--- config.mk ---
export PLATFORM = sky130hd
export DESIGN_NAME = tour_cmd_sequencer
export DESIGN_NICKNAME = d
export VERILOG_FILES = /design/src/rtl/tour_pkg.sv /design/src/rtl/tour_cmd_ram.sv /design/src/rtl/tour_cmd_sequencer.sv
export SDC_FILE = /design/constraint.sdc
export NUM_CORES = 1
export LEC_CHECK = 0
export BUFFER_PORTS_ARGS = -buffer_cell sky130_fd_sc_hd__buf_2
export CAP_MARGIN = 5
export CORE_MARGIN = 10
export CORE_UTILIZATION = 55
export CTS_CLUSTER_DIAMETER = 200
export DETAILED_ROUTE_END_ITERATION = 8
export HOLD_SLACK_MARGIN = 0.03
export PLACE_DENSITY = 0.74
export SYNTH_ARGS = -nofsm -noshare
export SYNTH_HDL_FRONTEND = slang
export SYNTH_SLANG_ARGS = --single-unit
--- constraint.sdc ---
create_clock -name clk -period 5 [get_ports clk]
set_input_delay 1 -clock clk [delete_from_list [all_inputs] [get_ports clk]]
set_output_delay 1 -clock clk [all_outputs]
set_load 0.01 [all_outputs]
--- src/rtl/tour_pkg.sv ---
// Shared types and constants for the command tour sequencer and its benches.
// Latency: n/a (declarations only).
// Backpressure: n/a.
package tour_pkg;

    // Sequencer states; one-cycle states are ISSUE, NEXT, DONE and ERROR.
    typedef enum logic [2:0] {
        S_IDLE      = 3'd0,
        S_ISSUE     = 3'd1,
        S_WAIT_SNT  = 3'd2,
        S_WAIT_RESP = 3'd3,
        S_NEXT      = 3'd4,
        S_PAUSE     = 3'd5,
        S_DONE      = 3'd6,
        S_ERROR     = 3'd7
    } seq_state_t;

    // Error codes reported on err_code.
    localparam logic [1:0] ERR_NONE    = 2'd0;
    localparam logic [1:0] ERR_TIMEOUT = 2'd1;
    localparam logic [1:0] ERR_RETRY   = 2'd2;
    localparam logic [1:0] ERR_ABORT   = 2'd3;

    // Response byte that the Knight returns for an accepted command.
    localparam logic [7:0] DEF_POS_ACK = 8'hA5;

    // Knight opcodes: full calibrate word and the upper nibble of move commands.
    localparam logic [15:0] CAL_GYRO        = 16'h2000;
    localparam logic [3:0]  OP_MOVE         = 4'h4;
    localparam logic [3:0]  OP_MOVE_FANFARE = 4'h5;

endpackage

--- src/rtl/tour_cmd_ram.sv ---
// Single-port DEPTH x CMD_W command store with a registered read port.
// Latency: read data valid one clock after the address is presented.
// Backpressure: none; a write and a read share the one address each cycle.
module tour_cmd_ram
    import tour_pkg::*;
#(
    parameter int DEPTH = 32,
    parameter int CMD_W = 16,
    localparam int AW   = $clog2(DEPTH)
) (
    input  logic             clk,
    input  logic             we_i,
    input  logic [AW-1:0]    addr_i,
    input  logic [CMD_W-1:0] wdata_i,
    output logic [CMD_W-1:0] rdata_o
);

    logic [CMD_W-1:0] mem_q [DEPTH];
    logic [CMD_W-1:0] rdata_q;

    // Storage is deliberately not reset; read-first on a same-address write.
    always_ff @(posedge clk) begin
        if (we_i) begin
            mem_q[addr_i] <= wdata_i;
        end
        rdata_q <= mem_q[addr_i];
    end

    assign rdata_o = rdata_q;

endmodule

--- src/rtl/tour_cmd_sequencer.sv ---
// Replays a stored list of Knight commands, retrying on NAK and flagging timeouts.
// Latency: first snd_cmd one clock after start; at least four clocks between commands.
// Backpressure: stalls on cmd_snt and on the response; step_mode pauses between commands.
module tour_cmd_sequencer
    import tour_pkg::*;
#(
    parameter int                DEPTH        = 32,
    parameter int                CMD_W        = 16,
    parameter int                RESP_W       = 8,
    parameter logic [RESP_W-1:0] POS_ACK      = RESP_W'(DEF_POS_ACK),
    parameter int                TIMEOUT_CLKS = 2000000,
    parameter int                MAX_RETRY    = 2,
    localparam int               AW           = $clog2(DEPTH)
) (
    input  logic              clk,
    input  logic              rst,
    input  logic              wr_en,
    input  logic [AW-1:0]     wr_addr,
    input  logic [CMD_W-1:0]  wr_data,
    input  logic [AW:0]       num_cmds,
    input  logic              start,
    input  logic              step_mode,
    input  logic              step,
    input  logic              abort,
    output logic [CMD_W-1:0]  cmd,
    output logic              snd_cmd,
    input  logic              cmd_snt,
    input  logic              resp_rdy,
    input  logic [RESP_W-1:0] resp,
    output logic              busy,
    output logic              paused,
    output logic              done,
    output logic              err,
    output logic [1:0]        err_code,
    output logic [AW-1:0]     cur_idx
);

    localparam int TW = (TIMEOUT_CLKS < 2) ? 1 : $clog2(TIMEOUT_CLKS);
    localparam int RW = (MAX_RETRY < 1) ? 1 : $clog2(MAX_RETRY + 1);

    localparam logic [AW:0]   DEPTH_L   = (AW + 1)'(DEPTH);
    localparam logic [TW-1:0] TO_LAST   = TW'(TIMEOUT_CLKS - 1);
    localparam logic [TW-1:0] TO_MAX    = '1;
    localparam logic [RW-1:0] RETRY_LIM = RW'(MAX_RETRY);

    seq_state_t        state_q,    state_d;
    logic [AW-1:0]     cur_idx_q,  cur_idx_d;
    logic [AW:0]       len_q,      len_d;
    logic [RW-1:0]     retry_q,    retry_d;
    logic [TW-1:0]     tmo_q,      tmo_d;
    logic              err_q,      err_d;
    logic [1:0]        err_code_q, err_code_d;
    logic [CMD_W-1:0]  cmd_q,      cmd_d;

    logic [AW-1:0]     rd_addr;
    logic [AW-1:0]     ram_addr;
    logic              ram_we;
    logic [CMD_W-1:0]  ram_rdata;
    logic              busy_state;
    logic              last_cmd;
    logic              resp_ok;

    // Writes are only honoured while idle and not starting, so the start
    // cycle can use the single port to prefetch entry 0.
    always_comb begin
        ram_we   = (state_q == S_IDLE) && wr_en && !start;
        ram_addr = ram_we ? wr_addr : rd_addr;
    end

    tour_cmd_ram #(
        .DEPTH (DEPTH),
        .CMD_W (CMD_W)
    ) u_ram (
        .clk     (clk),
        .we_i    (ram_we),
        .addr_i  (ram_addr),
        .wdata_i (wr_data),
        .rdata_o (ram_rdata)
    );

    // State and datapath registers; reset returns every output to zero.
    always_ff @(posedge clk) begin
        if (rst) begin
            state_q    <= S_IDLE;
            cur_idx_q  <= '0;
            len_q      <= '0;
            retry_q    <= '0;
            tmo_q      <= '0;
            err_q      <= 1'b0;
            err_code_q <= ERR_NONE;
            cmd_q      <= '0;
        end else begin
            state_q    <= state_d;
            cur_idx_q  <= cur_idx_d;
            len_q      <= len_d;
            retry_q    <= retry_d;
            tmo_q      <= tmo_d;
            err_q      <= err_d;
            err_code_q <= err_code_d;
            cmd_q      <= cmd_d;
        end
    end

    // Next-state, datapath updates, read address and state-decoded outputs.
    always_comb begin
        state_d    = state_q;
        cur_idx_d  = cur_idx_q;
        len_d      = len_q;
        retry_d    = retry_q;
        tmo_d      = tmo_q;
        err_d      = err_q;
        err_code_d = err_code_q;
        cmd_d      = cmd_q;
        rd_addr    = cur_idx_q;

        busy_state = (state_q == S_ISSUE) || (state_q == S_WAIT_SNT) ||
                     (state_q == S_WAIT_RESP) || (state_q == S_NEXT) ||
                     (state_q == S_PAUSE);
        last_cmd   = ({1'b0, cur_idx_q} == (len_q - (AW + 1)'(1)));
        resp_ok    = (resp == POS_ACK);

        if (abort && busy_state) begin
            // Abort overrides any handshake or response arriving this cycle.
            state_d    = S_ERROR;
            err_d      = 1'b1;
            err_code_d = ERR_ABORT;
        end else begin
            case (state_q)
                S_IDLE: begin
                    rd_addr = '0;
                    if (start) begin
                        err_d      = 1'b0;
                        err_code_d = ERR_NONE;
                        cur_idx_d  = '0;
                        retry_d    = '0;
                        tmo_d      = '0;
                        if (num_cmds == '0) begin
                            state_d = S_DONE;
                        end else begin
                            len_d   = (num_cmds > DEPTH_L) ? DEPTH_L : num_cmds;
                            state_d = S_ISSUE;
                        end
                    end
                end
                S_ISSUE: begin
                    // Capture the prefetched word so cmd stays put through the wait.
                    cmd_d   = ram_rdata;
                    state_d = S_WAIT_SNT;
                end
                S_WAIT_SNT: begin
                    if (cmd_snt) begin
                        tmo_d   = '0;
                        state_d = S_WAIT_RESP;
                    end
                end
                S_WAIT_RESP: begin
                    // A response on the expiry cycle takes precedence over the timeout.
                    if (resp_rdy) begin
                        if (resp_ok) begin
                            retry_d = '0;
                            if (last_cmd) begin
                                state_d = S_DONE;
                            end else if (step_mode) begin
                                state_d = S_PAUSE;
                            end else begin
                                state_d = S_NEXT;
                            end
                        end else if (retry_q < RETRY_LIM) begin
                            retry_d = retry_q + RW'(1);
                            state_d = S_ISSUE;
                        end else begin
                            state_d    = S_ERROR;
                            err_d      = 1'b1;
                            err_code_d = ERR_RETRY;
                        end
                    end else if (tmo_q == TO_LAST) begin
                        state_d    = S_ERROR;
                        err_d      = 1'b1;
                        err_code_d = ERR_TIMEOUT;
                    end else if (tmo_q != TO_MAX) begin
                        tmo_d = tmo_q + TW'(1);
                    end
                end
                S_NEXT: begin
                    cur_idx_d = cur_idx_q + AW'(1);
                    rd_addr   = cur_idx_q + AW'(1);
                    state_d   = S_ISSUE;
                end
                S_PAUSE: begin
                    if (step || !step_mode) begin
                        state_d = S_NEXT;
                    end
                end
                S_DONE: begin
                    state_d = S_IDLE;
                end
                S_ERROR: begin
                    state_d = S_IDLE;
                end
                default: begin
                    state_d = S_IDLE;
                end
            endcase
        end

        snd_cmd = (state_q == S_ISSUE);
        cmd     = (state_q == S_ISSUE) ? ram_rdata : cmd_q;
        busy    = busy_state;
        paused  = (state_q == S_PAUSE);
        done    = (state_q == S_DONE);
    end

    assign err      = err_q;
    assign err_code = err_code_q;
    assign cur_idx  = cur_idx_q;

endmodule

==> impl_metrics.ini, run 1 <==
[floorplan]
placementRows = 75
core-area_sq_um = 42100
start_util = 0.558
die-area_sq_um = 51400
die_w_um = 227
ios = 72
fp.dieH_um = 227

[clock_network]
cts.reportedPaths.clkPinSlew_ns = 0.06
root_buffer = clkbuf_16
hold_buffers = 0
postCtsSetupBuffers = 0
clk_path_buf_depth = 3
htreeDepth = 2
cts_tree = built
cts_resized = 0
clk_latency_ns = 0.61
cts_buffers = 57
cts_sinks = 584

[logic_synthesis]
ys_warn_count = 0
ys_ff_latch = 584
ys_seq_area_frac = 0.715
syn_area_sq_um = 23500
synth.area.top_cells = edfxtp_1 65%, nand2_1 7.1%, dfxtp_1 6.1%
synth-edff-count = 512
avgSynthCellArea_sq_um = 12.5
synth_commonest_cells = 512 x edfxtp_1, 447 x nand2_1, 250 x a21oi_1
yosysMostFrequentCell = edfxtp_1
synth_cell_types = 66
synth-main-ff-cell = edfxtp_1
synthCells = 1887
async_flop_share = 0
yosysTopAreaCell = edfxtp_1
synth_top_area_share = 0.654
syn-num-nets = 1934

[power]
seqPwrFrac = 0.444
power_density_nw_per_um2 = 486
power.share.combinational = 0.233
vdd_drop_max_uv = 370
p_int_mw = 8.82
power_mw = 12.8
p_leak_nw = 9.38
clockPowerShare = 0.324
power_switching_mw = 3.99
switching_share = 0.311

[detailed_routing]
wl_per_cell_um = 23.3
dr_total_vias = 15800
met3WireLength_um = 6520
dr.first_iter.drc_count = 2275
dr.pass1.iters = 5
route.met2.wl_um = 27100
met1_length_um = 23800
ant_nets = 0
dr.max_layer_used = met4
postRouteWirelength_um = 58700
viasPerCell = 6.26
drc_errors = 0

[grt]
grt_usage = 0.226
grt_max_degree = 97
grt_antenna_before_repair = 1
grt_pass1_vias = 14800
grt_pass1_wl_um = 89000
grt_overflow = 0

[sta]
setup_viol = 0
max-slew-margin-rel = 0.209
hold_ws_ns = 0.451
slew_violations = 0
rsz0062_at_grt = false
fin_crit_sh = 0.757
finalHoldViolations = 0
fin_skew_ns = 0.0213
max_freq_mhz = 264
tightest_slew_ns = 1.17
final.setup.tns_ns = 0
fin_crit_ns = 3.79

[layout]
drive_above_1_share = 0.131
synthToLayoutAreaGrowth_pct = 12.1
diodes = 0
nNetsFinal = 1984

[critical_path]
crit_slowest_cell = or3_1
r2r-start = state_q[1]
crit_type = reg -> reg
endpoint_kind = flop
crit_fanout = 22
crit_start = state_q[1]
cp_cell_sequence = nor4_2 > a32oi_1 > o21ai_0 > or3_1 > nor2_2
worst_setup_path_start_kind = flop
worstPathRequired_ns = 5.23
arrival_ns = 4.01
max_stage_delay_ns = 0.86

[placed_design]
port_buffers = 71
gp_congestion = 0.887
hpwl_um = 36000

[run_status]
status = complete, no violations

[flow_run]
drv_cap = 0

[min_path]
min_from = cmd_q[10]
holdCritPathClass = reg -> reg
-- routing by layer --
metal / track usage / vias up
met3: 0.0457 / 98
met2: 0.352 / 917
met5: 0 / -
met4: 0.0584 / 0
li1: - / 7096
met1: 0.321 / 7701
-- final cells by class --
type                    count  area [sq um]
flip-flops and latches    584         16800
fillers                  3053         15800
multi-input cells        1171          6210
clock buffers              78          1580
repair buffers            118           821
well taps                 539           674
clock inverters            29           239
inverters                   5          18.8
-- cell families after synthesis --
logic type / share of synthesized area
adder cells (fa/ha/maj): 0.00160
multiplexers: 0.00915
flip-flops: 0.715
AND/OR/NAND/NOR: 0.133
buffers and inverters: 0.0250
AO/OA/AOI/OAI: 0.108
XOR/XNOR: 0.00820
-- cell usage in the layout (no fill, tap or decap), types with 14 or more instances in the layout --
master	Yosys	layout
a21oi_1	250	250
a22oi_1	67	67
a32oi_1	49	49
buf_2	40	71
buf_4	1	38
clkbuf_1	72	15
clkbuf_16	0	58
clkinv_1	0	14
dfxtp_1	72	72
edfxtp_1	512	512
mux2_2	17	17
nand2_1	447	447
nand3_1	98	98
nand4_1	30	30
nor2_1	66	38
nor2_2	0	28
o21ai_0	15	15
xor2_1	19	19
-- power groups by stage --
stage	combinational (mW)	sequential (mW)	clock (mW)
floorplan	2.07	5.62	0
global placement	2.86	5.77	0
detailed placement	2.94	5.77	0
CTS	2.96	5.67	4.21
global route	3.26	5.69	4.40
finish	2.98	5.68	4.15
-- worst paths after layout --
kind	end	slack [ns]	depth (start not counted)
max	u_ram.mem_q[17][13]	1.21	5
min	cmd_q[10]	0.45	2
max reg2reg	u_ram.mem_q[17][13]	1.21	5
min reg2reg	cmd_q[10]	0.45	2
-- sequential cells by signal, indices dropped and copies added (netlist names) --
name	count
u_ram.mem_q	512
state_q	3
cur_idx	5
err_code	2
retry_q	2
tmo_q	21
cmd_q	16
u_ram.rdata_o	16
err	1
len_q	6
-- per-stage QoR --
stage	utilization	std cells	worst slack, ns	cell area [sq um]
6_report	0.625	2524	1.21	26400
5_1_grt	0.625	2524	1.06	26400
4_1_cts	0.625	2524	1.24	26400
3_5_place_dp	0.582	2417	0.797	24500
3_3_place_gp	0.582	2417	0.868	24500
2_1_floorplan	-	1887	1.49	23500
-- worst max-delay path, delay by kind of cell, from the launching register on --
kind / cells / cell delay [ns]
compound gates: 2 / 0.69
flops: 1 / 0.82
simple gates: 3 / 1.88
(Power assumes the default switching activity.)
==> run 2, diff against run 1 <==
--- a/config.mk
+++ b/config.mk
@@ -12,7 +12,7 @@
 export CTS_CLUSTER_DIAMETER = 200
 export DETAILED_ROUTE_END_ITERATION = 8
 export HOLD_SLACK_MARGIN = 0.03
-export PLACE_DENSITY = 0.74
+export PLACE_DENSITY = 0.77
 export SYNTH_ARGS = -nofsm -noshare
 export SYNTH_HDL_FRONTEND = slang
 export SYNTH_SLANG_ARGS = --single-unit
==> constraint.sdc (replaced) <==
create_clock -name clk -period 3.2 [get_ports clk]
set_input_delay 0.64 -clock clk [delete_from_list [all_inputs] [get_ports clk]]
set_output_delay 0.64 -clock clk [all_outputs]
set_load 0.01 [all_outputs]
==> impl_metrics.ini, run 2 (same netlist as run 1, synthesis figures left out) <==
[critical_path]
crit_type = reg -> reg
arrival_ns = 3.49
r2r-start = cur_idx[0]
r2r_setup_slack_ns = 0.17
crit_fanout = 44
worst_setup_path_start_kind = flop
r2r_end = u_ram.rdata_o[7]
crit_top_cell = a21oi_1
worstPathRequired_ns = 3.66
crit_start = cur_idx[0]
max_stage_delay_ns = 0.45
cp_cell_sequence = ha_1 > or4b_1 > a21oi_2 > a221oi_4 > buf_12 > buf_4 > a21oi_1 > a21oi_1 > a22oi_1 > nand4_1
r2r_cells = 10
crit_slowest_cell = or4b_1
endpoint_kind = flop
critPathCapture = u_ram.rdata_o[7]

[grt]
grt_overflow = 0
grt_antenna_before_repair = 3
grt_pass1_wl_um = 92600
grt_pass1_vias = 15600
grt_usage = 0.237
grt_max_degree = 64

[clock_network]
cts_sinks = 584
clk_path_buf_depth = 3
clk_latency_ns = 0.62
cts.reportedPaths.clkPinSlew_ns = 0.06
postCtsSetupBuffers = 0
cts_buffers = 56
cts_tree = built
htreeDepth = 2
root_buffer = clkbuf_16

[detailed_routing]
dr.pass1.iters = 6
postRouteWirelength_um = 61100
viasPerCell = 6.32
drc_errors = 0
dr.first_iter.drc_count = 2291
wl_per_cell_um = 23.5
ant_nets = 0
dr_total_vias = 16400

[layout]
regArea_sq_um = 16800
nNetsFinal = 2059
multi_input_area_sq_um = 6210
top_regs = u_ram.mem_q x512, tmo_q x21
drive_above_1_share = 0.162
mostFrequentLayoutCell = edfxtp_1
final_cell_mix = 512 x edfxtp_1, 447 x nand2_1, 250 x a21oi_1
largest_reg_flops = 512
regMostFlops = u_ram.mem_q
synthToLayoutAreaGrowth_pct = 15.0
layout.cells.non_filler = 2593
fillCellCount = 2997
fin_util = 0.642

[power]
p_leak_nw = 9.77
vdd_drop_max_uv = 468
power_density_nw_per_um2 = 750

[min_path]
holdCritPathClass = in -> reg

[placed_design]
pre_cts_ws_ns = 0.0668
hpwl_um = 38900
dp_cells = 2493
gp_congestion = 0.919
port_buffers = 71

[sta]
finalHoldViolations = 0
rsz0062_at_grt = false
max_freq_mhz = 330
slew_violations = 0
setup_viol = 0
fin_crit_ns = 3.03
max-slew-margin-rel = 0.420
tightest_slew_ns = 0.871
fin_skew_ns = 0.0139
fin_ws_ns = 0.171
fin_crit_sh = 0.947
final.setup.tns_ns = 0

[floorplan]
core-area_sq_um = 42100
die_w_um = 227
die-area_sq_um = 51400
fp.dieH_um = 227
start_util = 0.558
ios = 72
placementRows = 75

[run_status]
status = complete, no violations

[flow_run]
drv_cap = 0
==> run 2: changes by cell type in the layout (fill, tap and decap cells not counted), moves of 3 or more <==
cell | before | now
buf_4 | 38 | 99
buf_12 | 9 | 24
clkinv_1 | 14 | 6
clkbuf_1 | 15 | 19
clkbuf_8 | 5 | 2
clkinv_2 | 10 | 7
==> run 2: layer usage <==
| layer | track usage | wire length [um] | up-vias |
|---|---|---|---|
| li1 | - | - | 7249 |
| met1 | 0.330 | 24300 | 7953 |
| met2 | 0.354 | 27300 | 1035 |
| met3 | 0.0678 | 7720 | 149 |
| met4 | 0.0736 | 1730 | 4 |
| met5 | 0 | 27 | - |
==> run 2: power by group <==
part,leakage [nW],switching [mW],total [mW],internal (mW)
logic,3.74,3.35,5.11,1.76
clock network,0.842,2.77,6.36,3.60
registers,5.19,0.251,8.79,8.54
total,9.77,6.37,20.3,13.9
==> run 2: worst min-delay path by stage <==
| stage | from | end | slack [ns] | cells after the start |
|---|---|---|---|---|
| finish | num_cmds[5] | len_q[5] | 0.31 | 3 |
| global route | num_cmds[0] | len_q[0] | 0.31 | 3 |
| CTS | num_cmds[5] | len_q[5] | 0.29 | 3 |
| detailed placement | cmd_q[2] | cmd_q[2] | 0.45 | 2 |
| global placement | cmd_q[13] | cmd_q[13] | 0.43 | 2 |
| floorplan | cmd_q[0] | cmd_q[0] | 0.43 | 2 |
==> run 2: worst max-delay path, delay by kind of cell (launching register included) <==
family / cells / cell delay, ns
AO/OA/AOI/OAI: 5 / 1.07
adder cells (fa/ha/maj): 1 / 0.32
buffers and inverters: 2 / 0.42
flip-flops: 1 / 0.41
AND/OR/NAND/NOR: 2 / 0.63
==> run 2: final cells by class <==
class                           count  share of cell area
Inverter                            5            0.000694
Timing Repair Buffer              194              0.0584
Clock buffer                       77              0.0555
Multi-Input combinational cell   1171               0.230
Antenna cell                        1           0.0000925
Sequential cell                   584               0.622
Tap cell                          539              0.0249
Clock inverter                     22             0.00879
==> run 2: per-stage QoR <==
step	hold slack, ns	area (sq um)	power (mW)
after CTS	0.292	27000	20.2
after global routing	0.310	27000	21.1
after global placement	0.435	25300	13.8
after floorplan	0.429	23500	12.0
after detailed placement	0.446	25300	13.9
final	0.313	27000	20.3
==> run 2: what timing repair did <==
action	in CTS	in global routing
gates resized for setup	0	2
endpoints found under the setup margin	0	2
endpoints found under the hold margin	0	0
hold buffers	0	0
==> run 3, diff against run 2 <==
--- a/config.mk
+++ b/config.mk
@@ -5,14 +5,15 @@
 export SDC_FILE = /design/constraint.sdc
 export NUM_CORES = 1
 export LEC_CHECK = 0
+export ABC_CLOCK_PERIOD_IN_PS = 3200
 export BUFFER_PORTS_ARGS = -buffer_cell sky130_fd_sc_hd__buf_2
 export CAP_MARGIN = 5
 export CORE_MARGIN = 10
-export CORE_UTILIZATION = 55
+export CORE_UTILIZATION = 30
 export CTS_CLUSTER_DIAMETER = 200
 export DETAILED_ROUTE_END_ITERATION = 8
 export HOLD_SLACK_MARGIN = 0.03
-export PLACE_DENSITY = 0.77
+export PLACE_DENSITY = 0.42
 export SYNTH_ARGS = -nofsm -noshare
 export SYNTH_HDL_FRONTEND = slang
 export SYNTH_SLANG_ARGS = --single-unit
==> impl_metrics.ini, run 3 (same netlist as run 1, synthesis figures left out) <==
[run_status]
status = complete, no violations

[clock_network]
clk_latency_ns = 0.60
hold_buffers = 0
clk_path_buf_depth = 3
cts.reportedPaths.clkPinSlew_ns = 0.06
cts_buffers = 70
root_buffer = clkbuf_16
cts_tree = built
htreeDepth = 3
cts_resized = 0
postCtsSetupBuffers = 0
cts_sinks = 584

[min_path]
hold-path-endpoint = len_q[0]
holdCritPathClass = in -> reg
whs_path_depth = 3
min_from = num_cmds[0]

[power]
power_switching_mw = 6.91
p_leak_nw = 10.1
p_int_mw = 14.7
switching_share = 0.320
vdd_drop_max_uv = 407
seqPwrFrac = 0.411
power.share.combinational = 0.249
power_density_nw_per_um2 = 761
clockPowerShare = 0.340

[critical_path]
arrival_ns = 3.50
r2r-start = state_q[1]
crit_type = reg -> reg
r2r_end = u_ram.rdata_o[2]
crit_family = buffers and inverters
crit_fanout = 37
max_stage_delay_ns = 0.60
endpoint_kind = flop
cp_cell_sequence = nor4_2 > and2_1 > buf_4 > a221oi_4 > buf_4 > buf_12 > buf_12 > nand3_1 > a22oi_1 > nand4_1
crit_slowest_cell = dfxtp_1
r2r_setup_slack_ns = 0.15
path_buf_inv = 4
worst_setup_path_start_kind = flop
r2r_cells = 10
worstPathRequired_ns = 3.65

[grt]
grt_overflow = 0
grt_antenna_before_repair = 9
grt_usage = 0.165
grt_max_degree = 57
grt_pass1_wl_um = 110000
grt_pass1_vias = 15600

[layout]
largest_reg_flops = 512
nNetsFinal = 2090
drive_above_1_share = 0.176
design_area_sq_um = 28400
top_regs = u_ram.mem_q x512, tmo_q x21
final_cell_mix = 512 x edfxtp_1, 447 x nand2_1, 250 x a21oi_1
regMostFlops = u_ram.mem_q
mostFrequentLayoutCell = edfxtp_1
synthToLayoutAreaGrowth_pct = 20.8

[sta]
max_freq_mhz = 328
setup_viol = 0
max-slew-margin-rel = 0.484
fin_crit_ns = 3.05
rsz0062_at_grt = false
final.setup.tns_ns = 0
finalHoldViolations = 0
fin_crit_sh = 0.954
fin_skew_ns = 0.0201
tightest_slew_ns = 0.775
slew_violations = 0

[detailed_routing]
wl_per_cell_um = 24.1
ant_nets = 0
dr.max_layer_used = met5
dr.first_iter.drc_count = 1481
route.met2.wl_um = 33200
dr_total_vias = 16000
met3WireLength_um = 5170
drc_errors = 0
viasPerCell = 5.11
met1_length_um = 35100
postRouteWirelength_um = 75500
dr.pass1.iters = 5

[floorplan]
core-area_sq_um = 77600
start_util = 0.303
ios = 72
die-area_sq_um = 90000
fp.dieH_um = 300
die_w_um = 300
placementRows = 102

[placed_design]
gp_congestion = 0.807
hpwl_um = 47200
port_buffers = 71
place_area_sq_um = 26300

[flow_run]
drv_cap = 0
[run 3: cell type report]
| class | count | area [sq um] |
|---|---|---|
| Antenna cell | 1 | 2.50 |
| Clock buffer | 99 | 1940 |
| Clock inverter | 21 | 134 |
| Fill cell | 7596 | 49200 |
| Inverter | 5 | 18.8 |
| Multi-Input combinational cell | 1171 | 6220 |
| Sequential cell | 584 | 16800 |
| Tap cell | 1040 | 1300 |
| Timing Repair Buffer | 211 | 1970 |
[run 3: how the worst max path moves through the flow]
| stage | startpoint | to | slack, ns | cells after the start |
|---|---|---|---|---|
| floorplan | abort | u_ram.mem_q[21][0] | 0.05 | 8 |
| global placement | abort | u_ram.rdata_o[2] | 0.05 | 11 |
| detailed placement | abort | u_ram.rdata_o[2] | 0.05 | 11 |
| CTS | state_q[0] | cmd[7] | 0.13 | 5 |
| global route | state_q[1] | u_ram.rdata_o[2] | 0.01 | 10 |
| finish | state_q[1] | u_ram.rdata_o[2] | 0.15 | 10 |
[run 3: tightest hold or removal path: cells and delay by family]
family / cells / cell delay (ns)
buffers and inverters: 1 / 0.10
AO/OA/AOI/OAI: 1 / 0.06
AND/OR/NAND/NOR: 1 / 0.07
[run 3: per-stage QoR]
stage,std cells,utilization,power (mW),hold slack (ns),setup WS (ns)
2_1_floorplan,1887,-,12.0,0.429,0.0509
3_3_place_gp,3011,0.339,14.5,0.436,0.0510
3_5_place_dp,3011,0.339,14.5,0.442,0.0455
4_1_cts,3131,0.366,21.9,0.296,0.134
5_1_grt,3131,0.366,22.6,0.315,0.00974
6_report,3132,0.366,21.6,0.331,0.148
[run 3: layer usage]
layer / up-vias / track usage
li1: 7321 / -
met1: 8043 / 0.234
met2: 517 / 0.248
met3: 114 / 0.0377
met4: 8 / 0.0455
met5: - / 0
[run 3: power groups by stage]
stage | clock, mW | sequential (mW) | combinational [mW]
global route | 7.83 | 8.90 | 5.92
CTS | 7.54 | 8.87 | 5.46
detailed placement | 0 | 9.03 | 5.44
floorplan | 0 | 8.79 | 3.23
finish | 7.35 | 8.87 | 5.38
global placement | 0 | 9.03 | 5.44
